$ cat config.mk
export PLATFORM = sky130hd
export DESIGN_NAME = wb_arbiter
export DESIGN_NICKNAME = d
export VERILOG_FILES = /design/src/rtl/wb_arbiter.sv
export SDC_FILE = /design/constraint.sdc
export NUM_CORES = 1
export LEC_CHECK = 0
export BUFFER_PORTS_ARGS = -buffer_cell sky130_fd_sc_hd__clkbuf_2
export CAP_MARGIN = 20
export CORE_MARGIN = 3
export CORE_UTILIZATION = 55
export DETAILED_ROUTE_END_ITERATION = 7
export HOLD_SLACK_MARGIN = 0.08
export PLACE_DENSITY_LB_ADDON = 0.25
export REMOVE_ABC_BUFFERS = 1
export SETUP_SLACK_MARGIN = 0.1
export SYNTH_ARGS = -nofsm -noshare
export SYNTH_HDL_FRONTEND = slang
export SYNTH_SLANG_ARGS = --single-unit
$ cat constraint.sdc
create_clock -name clk -period 2.49 [get_ports clk]
set_clock_uncertainty 0.1 [all_clocks]
set_input_delay 0.1245 -clock clk [delete_from_list [all_inputs] [get_ports clk]]
set_output_delay 0.1245 -clock clk [all_outputs]
set_load 0.01 [all_outputs]
$ cat src/rtl/wb_arbiter.sv
`timescale 1ns/1ps
// wb_arbiter
// Writeback arbiter feeding the register-file write port (we3/wa3/wd3).
// Single-cycle ALU results have absolute priority and no backpressure;
// long-latency results (mul/div/load) enter through a valid/ready handshake
// into a small circular FIFO and drain whenever the ALU leaves the slot free.
// Writes to r0 are dropped on both ports. One registered write per cycle.
//
// Optional feature: define WB_BYPASS_EN to let a long result skip the FIFO
// (latency 1) when the FIFO is empty and the ALU is idle.
//
// Ports
//   clk, reset          clock, asynchronous active-high reset
//   alu_we/alu_wa/alu_wd ALU result (valid, dest reg, data)
//   lr_valid/lr_ready   long-result handshake (lr_ready combinational)
//   lr_wa/lr_wd         long-result dest reg and data
//   we3/wa3/wd3         registered regfile write port
//   fifo_count          entries currently buffered
//   alu_stall           registered request for one ALU bubble (starvation)
module wb_arbiter #(
  parameter int unsigned DEPTH      = 4,  // power of 2, >= 2
  parameter int unsigned STARVE_MAX = 8
) (
  input  logic                       clk,
  input  logic                       reset,
  input  logic                       alu_we,
  input  logic [4:0]                 alu_wa,
  input  logic [31:0]                alu_wd,
  input  logic                       lr_valid,
  output logic                       lr_ready,
  input  logic [4:0]                 lr_wa,
  input  logic [31:0]                lr_wd,
  output logic                       we3,
  output logic [4:0]                 wa3,
  output logic [31:0]                wd3,
  output logic [$clog2(DEPTH+1)-1:0] fifo_count,
  output logic                       alu_stall
);

  localparam int unsigned AW = 5;
  localparam int unsigned DW = 32;
  localparam int unsigned EW = AW + DW;
  localparam int unsigned CW = $clog2(DEPTH + 1);
  localparam int unsigned PW = $clog2(DEPTH);
  localparam int unsigned SW = $clog2(STARVE_MAX + 1);

  // FIFO storage and bookkeeping
  logic [EW-1:0] mem_q [DEPTH];
  logic [PW-1:0] wptr_q, wptr_d;
  logic [PW-1:0] rptr_q, rptr_d;
  logic [CW-1:0] count_q, count_d;

  // Output and starvation registers
  logic          we_q, we_d;
  logic [AW-1:0] wa_q, wa_d;
  logic [DW-1:0] wd_q, wd_d;
  logic [SW-1:0] starve_q, starve_d;
  logic          stall_q, stall_d;

  // Per-cycle decisions
  logic          alu_req;
  logic          fifo_empty;
  logic          push_hs;
  logic          push;
  logic          pop;
  logic          bypass;
  logic [EW-1:0] head;

  // Request decode and handshake
  always_comb begin
    alu_req    = alu_we && (alu_wa != '0);
    fifo_empty = (count_q == '0);
    // Full blocks the handshake even if the head pops this cycle.
    lr_ready   = (count_q < CW'(DEPTH));
    push_hs    = lr_valid && lr_ready;
    pop        = !alu_req && !fifo_empty;
`ifdef WB_BYPASS_EN
    bypass     = fifo_empty && !alu_req && push_hs && (lr_wa != '0);
`else
    bypass     = 1'b0;
`endif
    // r0 results complete the handshake but are never stored.
    push       = push_hs && (lr_wa != '0) && !bypass;
    head       = mem_q[rptr_q];
  end

  // FIFO pointer and occupancy next-state
  always_comb begin
    wptr_d  = wptr_q;
    rptr_d  = rptr_q;
    count_d = count_q;
    if (push) begin
      wptr_d = wptr_q + PW'(1);
    end
    if (pop) begin
      rptr_d = rptr_q + PW'(1);
    end
    case ({push, pop})
      2'b10:   count_d = count_q + CW'(1);
      2'b01:   count_d = count_q - CW'(1);
      default: count_d = count_q;
    endcase
  end

  // Write-port selection: ALU, then FIFO head, then bypass; idle holds wa/wd
  always_comb begin
    we_d = 1'b0;
    wa_d = wa_q;
    wd_d = wd_q;
    if (alu_req) begin
      we_d = 1'b1;
      wa_d = alu_wa;
      wd_d = alu_wd;
    end else if (pop) begin
      we_d = 1'b1;
      wa_d = head[EW-1:DW];
      wd_d = head[DW-1:0];
    end else if (bypass) begin
      we_d = 1'b1;
      wa_d = lr_wa;
      wd_d = lr_wd;
    end
  end

  // Starvation tracking: a non-empty FIFO that does not pop lost to the ALU
  always_comb begin
    starve_d = starve_q;
    if (pop || fifo_empty) begin
      starve_d = '0;
    end else if (starve_q != SW'(STARVE_MAX)) begin
      starve_d = starve_q + SW'(1);
    end
    // Stall tracks the saturated counter; it drops on the edge of the next pop.
    stall_d = (starve_d == SW'(STARVE_MAX));
  end

  // Control state
  always_ff @(posedge clk or posedge reset) begin
    if (reset) begin
      wptr_q   <= '0;
      rptr_q   <= '0;
      count_q  <= '0;
      we_q     <= 1'b0;
      wa_q     <= '0;
      wd_q     <= '0;
      starve_q <= '0;
      stall_q  <= 1'b0;
    end else begin
      wptr_q   <= wptr_d;
      rptr_q   <= rptr_d;
      count_q  <= count_d;
      we_q     <= we_d;
      wa_q     <= wa_d;
      wd_q     <= wd_d;
      starve_q <= starve_d;
      stall_q  <= stall_d;
    end
  end

  // Storage array: contents are don't-care outside the valid window
  always_ff @(posedge clk) begin
    if (push) begin
      mem_q[wptr_q] <= {lr_wa, lr_wd};
    end
  end

  assign we3        = we_q;
  assign wa3        = wa_q;
  assign wd3        = wd_q;
  assign fifo_count = count_q;
  assign alu_stall  = stall_q;

  a_count_bound: assert property (@(posedge clk) disable iff (reset)
    count_q <= CW'(DEPTH));
  a_no_push_full: assert property (@(posedge clk) disable iff (reset)
    (count_q == CW'(DEPTH)) |-> !push);

endmodule
# == Word level (Yosys, flattened, before mapping) ==
# Memory sizes are Yosys's and may differ from the RTL's.
# Cells that the tools add are included.
# word_totals
register_bits,50
mem_bits_rw,148
inputBits,78
output_inout_bits,43
word_cells,42
mem_count,1
# mem_list
name,words,word_bits,read_ports,rd_ports_with_merged_regs,wr,line_no,source
mem_q,4,37,1,0,1,48,logic [EW-1:0] mem_q [DEPTH];
# classes
add_sub_neg,5
n_lt_le_gt_ge,1
eq_ne,4
mux,11
reduce_logical,12
# ops
op,count
$mux 32,2
$mux 5,2
$reduce_bool 5->1,2
$mux 4,2
$pmux 3 s2,1
$add 2x1->2 const B,2
$add 4x1->4 const B,1
$eq 4x4->1 const B,1
$logic_and 1x1->1,4
$mux 1,4
$ne 4x4->1 const B,1
$reduce_bool 2->1,2
$add 3x1->3 const B,1
$logic_not 3->1,1
$lt 3x3->1 const B,1
$sub 3x1->3 const B,1
$eq 2x1->1 const B,1
$eq 2x2->1 const B,1
$logic_not 1->1,2
$logic_or 1x1->1,1

# == Longest topological paths before layout ==
# Gate-level depths: netlist of run 1.
# depth
word_depth,7
depth_mapped,10
ltp_nobuf,9

# == Least setup slack after synthesis of run 1 ==
# OpenSTA, ideal clock, no wires.
# synth_path
path_kind,register to register
from,"reg count_q[2], in the netlist fifo_count[2]"
to,mem mem_q[0][0] (netlist bit) (enable)
setup_ps,398
arrival_ps,1821
required_ps,1992
setup_slack_ps,172
stages_incl_launch_ff,4
path_buffers,0
period_less_slack_ps,2318
path_cell_list,dfrtp_1 > inv_1 > o311a_1 > and2_1
# synth_via
elab_chain_len,5
# synth_lines
item,line_no,source
from (decl),51,"logic [CW-1:0] count_q, count_d;"
from (signal assigned),151,count_q <= count_d;
$lt 3x3->1,74,lr_ready = (count_q < CW'(DEPTH));
via lr_ready,30,"output logic lr_ready,"
$logic_and 1x1->1,75,push_hs = lr_valid && lr_ready;
$logic_and 1x1->1,83,push = push_hs && (lr_wa != '0) && !bypass;
$mux 1,162,if (push) begin
$mux 1 (implied by the code),163,"mem_q[wptr_q] <= {lr_wa, lr_wd};"
to (decl),48,
# The timed path passes the listed nets, and every way through them passes these cells.

# == Final worst setup path of run 1 ==
# layout_path
from,in alu_wa[4]
to,"reg count_q[2], in the netlist fifo_count[2]"
# layout_via
elab_chain_len,6
word_cells_on_any_way,8
cone_classes,eq/ne (2); mux (1); reduce/logical (5)
# layout_lines
item,line_no,source
from (decl),27,"input logic [4:0] alu_wa,"
$reduce_bool 5->1 *,71,alu_req = alu_we && (alu_wa != '0);
$logic_and 1x1->1 *,71,
$logic_not 1->1 *,76,pop = !alu_req && !fifo_empty;
$logic_and 1x1->1 *,76,
via pop,65,logic pop;
$eq 2x1->1 / $eq 2x2->1 (equally long branches),98,"case ({push, pop})"
$pmux 3 s2 / $reduce_bool 2->1 (equally long branches),n/a,
# Mark *: on every way through the listed nets, which the timed path passes. The rest lies on a longest branch.
# A chain may end at the register's enable or synchronous reset.

==> reports/results.tsv, run 1 <==
stage	metric	value	unit
drt	dr_total_vias	4827	
clock_tree	clockBufferDepth	2	
global_routing	antenna_found_initial	0	
worst_setup_path	r2r-end	wa3[3]	
sta	rsz0062_at_grt	false	
sta	holdWs	120	ps
drt	post_drt_wl_per_cell	19.6	µm
hold_path	hold_path_startpoint	alu_we	
global_routing	track_usage	22.7	%
drt	drc	0	
flow_run	drv_cap	0	
drt	wl_met1	6.95	mm
hold_path	holdPathStages	4	
floorplan	num_rows	43	
worst_setup_path	reg2reg_depth	5	
global_routing	grt_pass1_wl	27.3	mm
worst_setup_path	crit_chain	dlygate4sd3_1, buf_2, or4_4, o21a_4, nor2_4, ha_4, inv_1, fa_2, xor2_1, nor2_1, xnor2_1	
yosys	synth.area.top_cells	edfxtp_1 57%, dfrtp_1 16%, mux4_2 11%	
yosys	avgSynthCellArea	16.9	µm²
layout	drive_above_1_share	35.1	%
global_routing	overflow	0	
global_routing	grt_max_degree	42	
yosys	yosysWarnings	0	
drt	wl	17.0	mm
yosys	netlist_area	7860	µm²
clock_tree	numCtsBuffers	17	
drt	wl_met3	908	µm
floorplan	die_w	126	µm
worst_setup_path	worstPathArrival	2610	ps
yosys	synth-seq-cells	198	
sta	setup_viol	0	
hold_path	holdPathEnd	wa3[4]	
floorplan	coreArea	13900	µm²
drt	routed.top_layer	met4	
power_and_ir_drop	power.density	1010	nW/µm²
hold_path	hold_path.class	in2reg	
clock_tree	cts_htree_levels	4	
worst_setup_path	crit_required	2740	ps
layout	seq_area	5700	µm²
power_and_ir_drop	ir_worst_vdd	0.000511	V
sta	post-route-period-util	94.9	%
worst_setup_path	rr_startpoint	fifo_count[0]	
layout	area_growth	29.1	%
power_and_ir_drop	power	0.0103	W
sta	slew_headroom	56.5	%
layout	nNetsFinal	760	
layout	multi_input_area	2030	µm²
layout	num_antenna_cells	0	
worst_setup_path	start_kind	input pin	
floorplan	die_area	15800	µm²
sta	post-route-min-period	2360	ps
sta	drv_slew	0	
global_routing	grt_pass1_vias	5064	
worst_setup_path	cpMaxStageDelayCell	dlygate4sd3_1	
clock_tree	tritoncts	yes	
place	dp_cells	755	
sta	worst_pin_slew	653	ps
yosys	synth-seq-area-share	72.4	%
power_and_ir_drop	p_leak	3.89	nW
clock_tree	clk_pin_slew_worst_paths	60	ps
yosys	synth_cell_types	35	
yosys	syn_inst	464	
sta	fmax	423	MHz
drt	wl_met2	8.94	mm
floorplan	die_y	126	µm
yosys	synth_largest_area_cell	edfxtp_1	
worst_setup_path	critPathMaxStageDelay	540	ps
clock_tree	clk_latency	420	ps
worst_setup_path	cp-end-kind	register	
sta	tns	0	ps
worst_setup_path	crit_fanout	2	
place	globalplace.congestion	0.774	
place	port_buffers	120	
layout	fill_cells	873	
drt	drt-pass1-iter-count	5	
place	dpl.hpwl	10.0	mm
drt	via_per_inst	5.57	
yosys	synth_top_area_share	56.5	%
layout	instances_no_fill	867	
drt	dr.first_iter.drc_count	197	
sta	finalHoldViolCount	0	
clock_tree	clkSinkCount	198	
floorplan	initial_core_util	56.4	%
clock_tree	cts_root_buf	clkbuf_16	
floorplan	boundaryPins	121	
drt	antenna_left	0	
outcome	status	finished clean	
worst_setup_path	crit_type	in2reg	
worst_setup_path	rrSetupSlack	280	ps
-- cell families (layout without fill, tap and decap cells) --
family / Yosys count / in the layout / synth area share, %
AO/OA/AOI/OAI: 78 / 78 / 6.75
XOR/XNOR: 8 / 8 / 0.891
adder cells (fa/ha/maj): 8 / 8 / 1.37
buffers and inverters: 35 / 258 / 2.32
flip-flops: 198 / 198 / 72.4
multiplexers: 39 / 39 / 10.9
AND/OR/NAND/NOR: 98 / 98 / 5.35
-- per-layer routing --
layer,track usage (%),vias up
met5,0,-
met4,6.57,0
met3,5.04,13
met2,38.4,152
met1,30.0,2491
li1,-,2171
-- Yosys cell counts (all sizes together) --
cell type and count:
edfxtp 148, ha 7, xnor2 5, buf 19
o21bai 1, xor2 3, nand2 41, inv 11
nor3b 1, a21oi 70, o21a 1, mux2i 1
o21ai 2, and3 1, nand3 6, fa 1
or3 2, nor2 39, o311a 1, mux4 37
nor3 3, and2 4, a211oi 1, a32oi 2
dfrtp 50, or4 1, clkbuf 5, mux2 1
-- layout make-up --
type | instances | area share, %
Clock buffer | 27 | 4.76
Clock inverter | 5 | 0.702
Multi-Input combinational cell | 231 | 20.0
Sequential cell | 198 | 56.1
Timing Repair Buffer | 215 | 15.8
Tap cell | 180 | 2.22
Inverter | 11 | 0.407
-- worst max-delay path by stage --
stage / from / end
after floorplan: fifo_count[0] / fifo_count[2]
after global placement: alu_wa[0] / fifo_count[2]
after detailed placement: alu_wa[0] / fifo_count[2]
after CTS: alu_wa[3] / fifo_count[2]
after global routing: alu_wa[4] / fifo_count[2]
final: alu_wa[4] / fifo_count[2]
-- worst max-delay path: cells and delay by family --
family                   cells  cell delay (ps)
AND/OR/NAND/NOR              3              760
adder cells (fa/ha/maj)      2              490
AO/OA/AOI/OAI                1              240
buffers and inverters        3              740
XOR/XNOR                     2              260
-- metrics by stage --
step	instance area, µm²	utilization [%]	worst slack (ps)
5_1_grt	10200	72.9	81.1
3_3_place_gp	8770	62.9	207
4_1_cts	10100	72.4	116
3_5_place_dp	8770	62.9	173
6_report	10200	72.9	127
2_1_floorplan	7720	-	-1120
-- timing repair --
item,4_1_cts,5_1_grt
hold endpoints to repair,235,1
gates resized for setup,0,7
endpoints found under the setup margin,0,3
hold buffers,77,1
buffers inserted,0,2
-- placed cells by master (no fill, tap or decap), types with 2 or more instances in the layout --
master         Yosys  final
clkbuf_8           0      2
nand2_1           41     41
clkbuf_2           0    119
edfxtp_1         148    148
or3_1              2      2
clkinv_1           0      3
buf_4              2      9
dlygate4sd3_1      0     78
xnor2_1            5      5
ha_1               7      6
inv_1             11     10
xor2_1             3      3
clkbuf_16          0     17
dfrtp_1           50     48
buf_12             0      7
and2_2             0      4
a21oi_1           41     41
a32oi_1            2      2
bufinv_16          0      2
clkbuf_1           5      8
nor2_1            38     38
nor3_1             2      2
dfrtp_2            0      2
nand3_1            6      5
mux4_2            37     37
a21oi_2           29     29
-- report_power, final --
part	internal (W)	switching (W)
clock	0.00153	0.00108
combinational	0.00147	0.00155
sequential	0.00421	0.000419
total	0.00721	0.00305
-- sequential cells by signal (all words and copies together), names as in the netlist --
| name | flops |
|---|---|
| alu_stall | 1 |
| fifo_count | 3 |
| mem_q | 148 |
| rptr_q | 2 |
| starve_q | 4 |
| wa3 | 5 |
| wd3 | 32 |
| we3 | 1 |
| wptr_q | 2 |
No activity file was read; power rests on OpenSTA's default activity.
==> run 2, diff against run 1 <==
PLACE_DENSITY = 0.82   (was not set)
PLACE_DENSITY_LB_ADDON = not set   (was 0.25)
==> reports/results.tsv, run 2 (same netlist as run 1, synthesis figures left out) <==
stage	metric	value	unit	change
global_routing	antenna_found_initial	0		unchanged
drt	dr_total_vias	4768		-1.2%
place	dpl.hpwl	9.42	mm	-6.1%
power_and_ir_drop	swShare	30.2	%	+0.42 points
place	port_buffers	120		unchanged
power_and_ir_drop	p_leak	3.89	nW	-0.17%
sta	finalHoldViolCount	0		unchanged
place	placed_area	8670	µm²	-1.1%
power_and_ir_drop	p_int	0.00732	W	+1.6%
worst_setup_path	crit_fanout	2		unchanged
floorplan	num_rows	43		unchanged
worst_setup_path	cp-end-kind	register		
global_routing	grt_max_degree	42		unchanged
clock_tree	clk_latency	430	ps	about the same
power_and_ir_drop	comb_power_share	28.1	%	-1.4 points
sta	fin_ws	150	ps	+23.2 ps
clock_tree	cts_htree_levels	4		unchanged
drt	post_drt_wl_per_cell	20.0	µm	+1.8%
floorplan	boundaryPins	121		unchanged
floorplan	initial_core_util	56.4	%	unchanged
layout	drive_above_1_share	35.8	%	+0.74 points
global_routing	overflow	0		unchanged
floorplan	die_area	15800	µm²	unchanged
layout	largest_reg_flops	148		unchanged
power_and_ir_drop	ir_worst_vdd	0.000621	V	+22%
layout	fill_cells	839		-3.9%
floorplan	die_y	126	µm	unchanged
flow_run	drv_cap	0		unchanged
floorplan	coreArea	13900	µm²	unchanged
sta	fmax	427	MHz	+0.99%
sta	worst_pin_slew	1010	ps	+362 ps
sta	setup_viol	0		unchanged
layout	layout_commonest_cell	edfxtp_1		
drt	wl	17.3	mm	+1.4%
clock_tree	clk_pin_slew_worst_paths	70	ps	about the same
drt	antenna_left	0		unchanged
clock_tree	cts_root_buf	clkbuf_16		
global_routing	track_usage	23.0	%	+0.33 points
sta	post-route-period-util	94.0	%	-0.93 points
global_routing	grt_pass1_wl	27.6	mm	+1.3%
layout	seq_area	5700	µm²	unchanged
power_and_ir_drop	power.density	1030	nW/µm²	+2.2%
layout	fin_area	10200	µm²	about the same
worst_setup_path	worstPathArrival	2590	ps	-20 ps
drt	dr.first_iter.drc_count	298		+51%
outcome	status	finished clean		
place	dp_slack	174	ps	+1.23 ps
worst_setup_path	crit_type	in2reg		
power_and_ir_drop	seqPwrFrac	43.9	%	-1.3 points
layout	num_antenna_cells	0		unchanged
worst_setup_path	reg2reg_depth	3		-2
layout	final_cell_mix	148 x edfxtp_1, 120 x clkbuf_2, 79 x dlygate4sd3_1		
layout	nNetsFinal	757		-0.39%
sta	slew_headroom	32.4	%	-24 points
worst_setup_path	crit_required	2740	ps	about the same
sta	drv_slew	0		unchanged
layout	regMostFlops	mem_q		
worst_setup_path	start_kind	input pin		
clock_tree	numCtsBuffers	17		unchanged
floorplan	die_w	126	µm	unchanged
clock_tree	tritoncts	yes		
power_and_ir_drop	pwr-share-clk	28.0	%	+2.6 points
hold_path	hold_path.class	in2async		
power_and_ir_drop	p_sw	0.00316	W	+3.7%
layout	multi_input_area	2020	µm²	-0.62%
drt	drt-pass1-iter-count	4		-1
clock_tree	clkSinkCount	198		unchanged
global_routing	grt_pass1_vias	5223		+3.1%
drt	via_per_inst	5.52		-0.88%
clock_tree	clockBufferDepth	2		unchanged
place	globalplace.congestion	0.799		+3.2%
layout	area_growth	29.2	%	about the same
sta	rsz0062_at_grt	true		
sta	post-route-min-period	2340	ps	-23.2 ps
drt	drc	0		unchanged
==> run 2: changes by cell type in the layout (fill, tap and decap cells not counted), sizes merged, moves of 2 or more <==
cell	delta
buf	-5
clkbuf	-7
bufinv	+2
clkinv	-2
inv	+3
clkinvlp	+5
==> run 2: final timing paths <==
| kind | startpoint | to | slack [ps] |
|---|---|---|---|
| setup / recovery | alu_wa[4] | fifo_count[2] | 150 |
| hold / removal | reset | starve_q[3] | 140 |
| setup reg to reg | fifo_count[2] | mem_q[1][31] | 170 |
| hold reg to reg | wd3[29] | wd3[29] | 480 |
| max in group asynchronous | reset | wd3[12] | 1500 |
| min in group clk | alu_wa[2] | wa3[1] | 190 |
==> run 2: worst max-delay path, cell delays in order <==
cell and delay [ps]:
dlygate4sd3_1 540, clkbuf_2 130, or4_4 500, o21a_4 220, nor2_4 110, ha_4 140, inv_1 50, fa_1 370
xor2_1 150, nor2_1 120, xnor2_1 130
==> run 2: final cells by class <==
class,instances,area share (%)
clock buffers,19,4.36
clock inverters,13,1.92
inverters,11,0.407
multi-input cells,231,19.9
flip-flops and latches,198,56.1
well taps,180,2.22
repair buffers,212,15.1
==> run 2: what timing repair did <==
action,CTS,global route
buffers inserted,0,4
endpoints found under the setup margin,0,151
gates resized for setup,0,5
hold buffers,79,0
endpoints found under the hold margin,237,0
==> run 2: metrics by stage <==
| step | cells | power (W) | util, % | setup TNS, ps | hold WS (ps) |
|---|---|---|---|---|---|
| 6_report | 864 | 0.0105 | 72.9 | 0 | 143 |
| 5_1_grt | 864 | 0.0110 | 72.9 | 0 | 166 |
| 4_1_cts | 860 | 0.0105 | 72.5 | 0 | 115 |
| 3_5_place_dp | 749 | 0.00747 | 62.2 | 0 | 46.2 |
| 3_3_place_gp | 749 | 0.00733 | 62.2 | 0 | 41.3 |
| 2_1_floorplan | 440 | 0.00647 | - | -29260 | 123 |
==> run 2: layer usage <==
| layer | vias up | track usage [%] | share of wire [%] |
|---|---|---|---|
| li1 | 2162 | - | - |
| met1 | 2393 | 29.0 | 39 |
| met2 | 178 | 39.1 | 52 |
| met3 | 35 | 5.85 | 6.1 |
| met4 | 0 | 8.16 | 2.4 |
| met5 | - | 0 | 0 |
==> run 2: power by group through the flow <==
stage	Sequential, W	Clock (W)	Combinational (W)
2_1_floorplan	0.00486	0	0.00161
3_5_place_dp	0.00466	0	0.00281
4_1_cts	0.00460	0.00296	0.00295
5_1_grt	0.00466	0.00310	0.00325
3_3_place_gp	0.00460	0	0.00273
6_report	0.00460	0.00294	0.00295
==> run 3, diff against run 2 <==
BUFFER_PORTS_ARGS = -buffer_cell sky130_fd_sc_hd__buf_2   (was -buffer_cell sky130_fd_sc_hd__clkbuf_2)
CORE_MARGIN = 5   (was 3)
==> reports/results.tsv, run 3 (same netlist as run 1, synthesis figures left out) <==
stage	metric	value	unit	change
outcome	status	finished clean		
floorplan	initial_core_util	56.4	%	unchanged
floorplan	die_area	16800	µm²	+6.5%
layout	layout_commonest_cell	edfxtp_1		
drt	dr_total_vias	4809		+0.86%
layout	nNetsFinal	758		+0.13%
place	port_buffers	120		unchanged
sta	slew_headroom	30.5	%	-1.9 points
worst_setup_path	start_kind	input pin		
layout	final_cell_mix	148 x edfxtp_1, 119 x buf_2, 79 x dlygate4sd3_1		
sta	tns	0	ps	unchanged
hold_path	holdPathEnd	wa3[0]		
place	dpl.hpwl	9.96	mm	+5.7%
power_and_ir_drop	seqPwrFrac	44.7	%	+0.8 points
worst_setup_path	cp-end-kind	register		
layout	seq_area	5700	µm²	unchanged
global_routing	grt_max_degree	42		unchanged
layout	fin_area	10100	µm²	-0.46%
global_routing	top_usage_layer	met2		
worst_setup_path	crit_chain	dlygate4sd3_1, buf_6, or3_4, o311a_4, inv_1, ha_2, inv_1, fa_2, xor2_1, nor2_1, xnor2_1		
worst_setup_path	rrSetupSlack	280	ps	+110 ps
sta	post-route-period-util	95.3	%	+1.4 points
layout	multi_input_area	2030	µm²	+0.37%
clock_tree	clk_latency	430	ps	about the same
worst_setup_path	critPathMaxStageDelay	560	ps	+20 ps
clock_tree	clkSinkCount	198		unchanged
global_routing	grt_util_met3	5.07	%	-0.78 points
drt	via_per_inst	5.56		+0.74%
power_and_ir_drop	p_leak	3.85	nW	-0.81%
floorplan	die_y	130	µm	+3.2%
drt	drc	0		unchanged
worst_setup_path	crit_fanout	5		+3
sta	post-route-min-period	2370	ps	+33.7 ps
power_and_ir_drop	power	0.0103	W	-2.0%
global_routing	grt_pass1_wl	27.0	mm	-2.2%
worst_setup_path	worstPathArrival	2620	ps	+30 ps
global_routing	overflow	0		unchanged
floorplan	boundaryPins	121		unchanged
worst_setup_path	rr_startpoint	fifo_count[0]		
power_and_ir_drop	ir_worst_vdd	0.000547	V	-12%
sta	worst_pin_slew	1040	ps	+28.6 ps
worst_setup_path	reg2reg_depth	5		+2
sta	rsz0062_at_grt	false		
sta	finalHoldViolCount	0		unchanged
flow_run	drv_cap	0		unchanged
sta	holdWs	92.5	ps	-50.5 ps
clock_tree	clk_pin_slew_worst_paths	70	ps	about the same
clock_tree	tritoncts	yes		
drt	antenna_left	0		unchanged
power_and_ir_drop	p_sw	0.00309	W	-2.3%
power_and_ir_drop	power.density	1020	nW/µm²	-1.5%
global_routing	antenna_found_initial	0		unchanged
worst_setup_path	path_buf_inv	4		+1
clock_tree	cts_htree_levels	4		unchanged
floorplan	die_w	130	µm	+3.2%
floorplan	num_rows	43		unchanged
sta	setup_viol	0		unchanged
power_and_ir_drop	comb_power_share	29.3	%	+1.2 points
worst_setup_path	r2r-end	wa3[3]		
layout	num_antenna_cells	0		unchanged
worst_setup_path	cpMaxStageDelayCell	dlygate4sd3_1		
worst_setup_path	crit_required	2740	ps	about the same
place	dp_cells	751		+0.27%
global_routing	track_usage	21.6	%	-1.4 points
sta	fmax	421	MHz	-1.4%
drt	post_drt_wl_per_cell	20.0	µm	about the same
layout	largest_reg_flops	148		unchanged
power_and_ir_drop	pwr-share-clk	26.0	%	-2.0 points
place	globalplace.congestion	0.759		-4.9%
worst_setup_path	cp_common_cell	inv_1		
place	placed_area	8690	µm²	+0.17%
sta	drv_slew	0		unchanged
clock_tree	numCtsBuffers	17		unchanged
power_and_ir_drop	p_int	0.00719	W	-1.8%
floorplan	coreArea	13900	µm²	unchanged
layout	fill_cells	874		+4.2%
drt	dr.first_iter.drc_count	363		+22%
power_and_ir_drop	swShare	30.1	%	-0.095 points
drt	drt-pass1-iter-count	5		+1
layout	area_growth	28.6	%	
hold_path	hold_path_startpoint	alu_wa[2]		
drt	wl	17.3	mm	+0.10%
worst_setup_path	cp_top_family	buffers and inverters		
layout	regMostFlops	mem_q		
clock_tree	clockBufferDepth	2		unchanged
clock_tree	cts_root_buf	clkbuf_16		
worst_setup_path	crit_type	in2reg		
global_routing	grt_util_met1	27.2	%	-1.8 points
global_routing	grtUsageMet2	37.4	%	-1.6 points
layout	drive_above_1_share	35.5	%	-0.34 points
layout	instances_no_fill	865		+0.12%
hold_path	holdPathStages	5		
global_routing	grt_pass1_vias	5205		-0.34%
hold_path	hold_path.class	in2reg		
==> run 3: power by group through the flow <==
stage	Combinational, W	Clock, W	Sequential, W
global route	0.00328	0.00287	0.00465
finish	0.00302	0.00267	0.00459
floorplan	0.00161	0	0.00486
detailed placement	0.00287	0	0.00465
CTS	0.00301	0.00271	0.00459
global placement	0.00279	0	0.00459
==> run 3: how the worst max path moves through the flow <==
stage          cells past startpoint  slack (ps)     startpoint       endpoint
2_1_floorplan                      8       -1120  fifo_count[0]  fifo_count[2]
3_3_place_gp                      10         190      alu_wa[0]  fifo_count[2]
3_5_place_dp                      10         120      alu_wa[0]  fifo_count[2]
4_1_cts                           11         110       lr_wa[0]  fifo_count[2]
5_1_grt                           11          40       lr_wa[0]  fifo_count[2]
6_report                          11         120       lr_wa[0]  fifo_count[2]
==> run 3: repair_timing <==
| action | in CTS | in global routing |
|---|---|---|
| setup endpoints to repair | 0 | 3 |
| gates resized for setup | 0 | 8 |
| setup buffers | 0 | 3 |
| endpoints found under the hold margin | 220 | 0 |
| hold buffers | 79 | 0 |
==> run 3: cell type report <==
cell class | instances | share of cell area [%]
timing repair buffer | 213 | 15.3
multi-input combinational | 231 | 20.1
inverter | 11 | 0.409
sequential | 198 | 56.4
clock inverter | 13 | 1.36
clock buffer | 19 | 4.28
tap | 180 | 2.23
==> run 3: per-stage QoR <==
stage          setup slack (ps)  util [%]
2_1_floorplan             -1120         -
3_3_place_gp                189      62.3
3_5_place_dp                125      62.3
4_1_cts                     108      72.1
5_1_grt                    42.6      72.5
6_report                    117      72.5
==> run 3: metal layers <==
layer	up-vias	share of wire [%]	wire length, µm
li1	2167	-	-
met1	2420	40	6840
met2	196	52	9050
met3	26	6.3	1100
met4	0	1.7	301
met5	-	0	0
==> run 3: worst reg2reg max path, delay by kind of cell, from the launching register on <==
kind / cells / cell delay, ps
and+or+nand+nor: 2 / 350
DFF: 1 / 440
buffers and inverters: 2 / 1060
AOI/OAI and AO/OA: 1 / 190
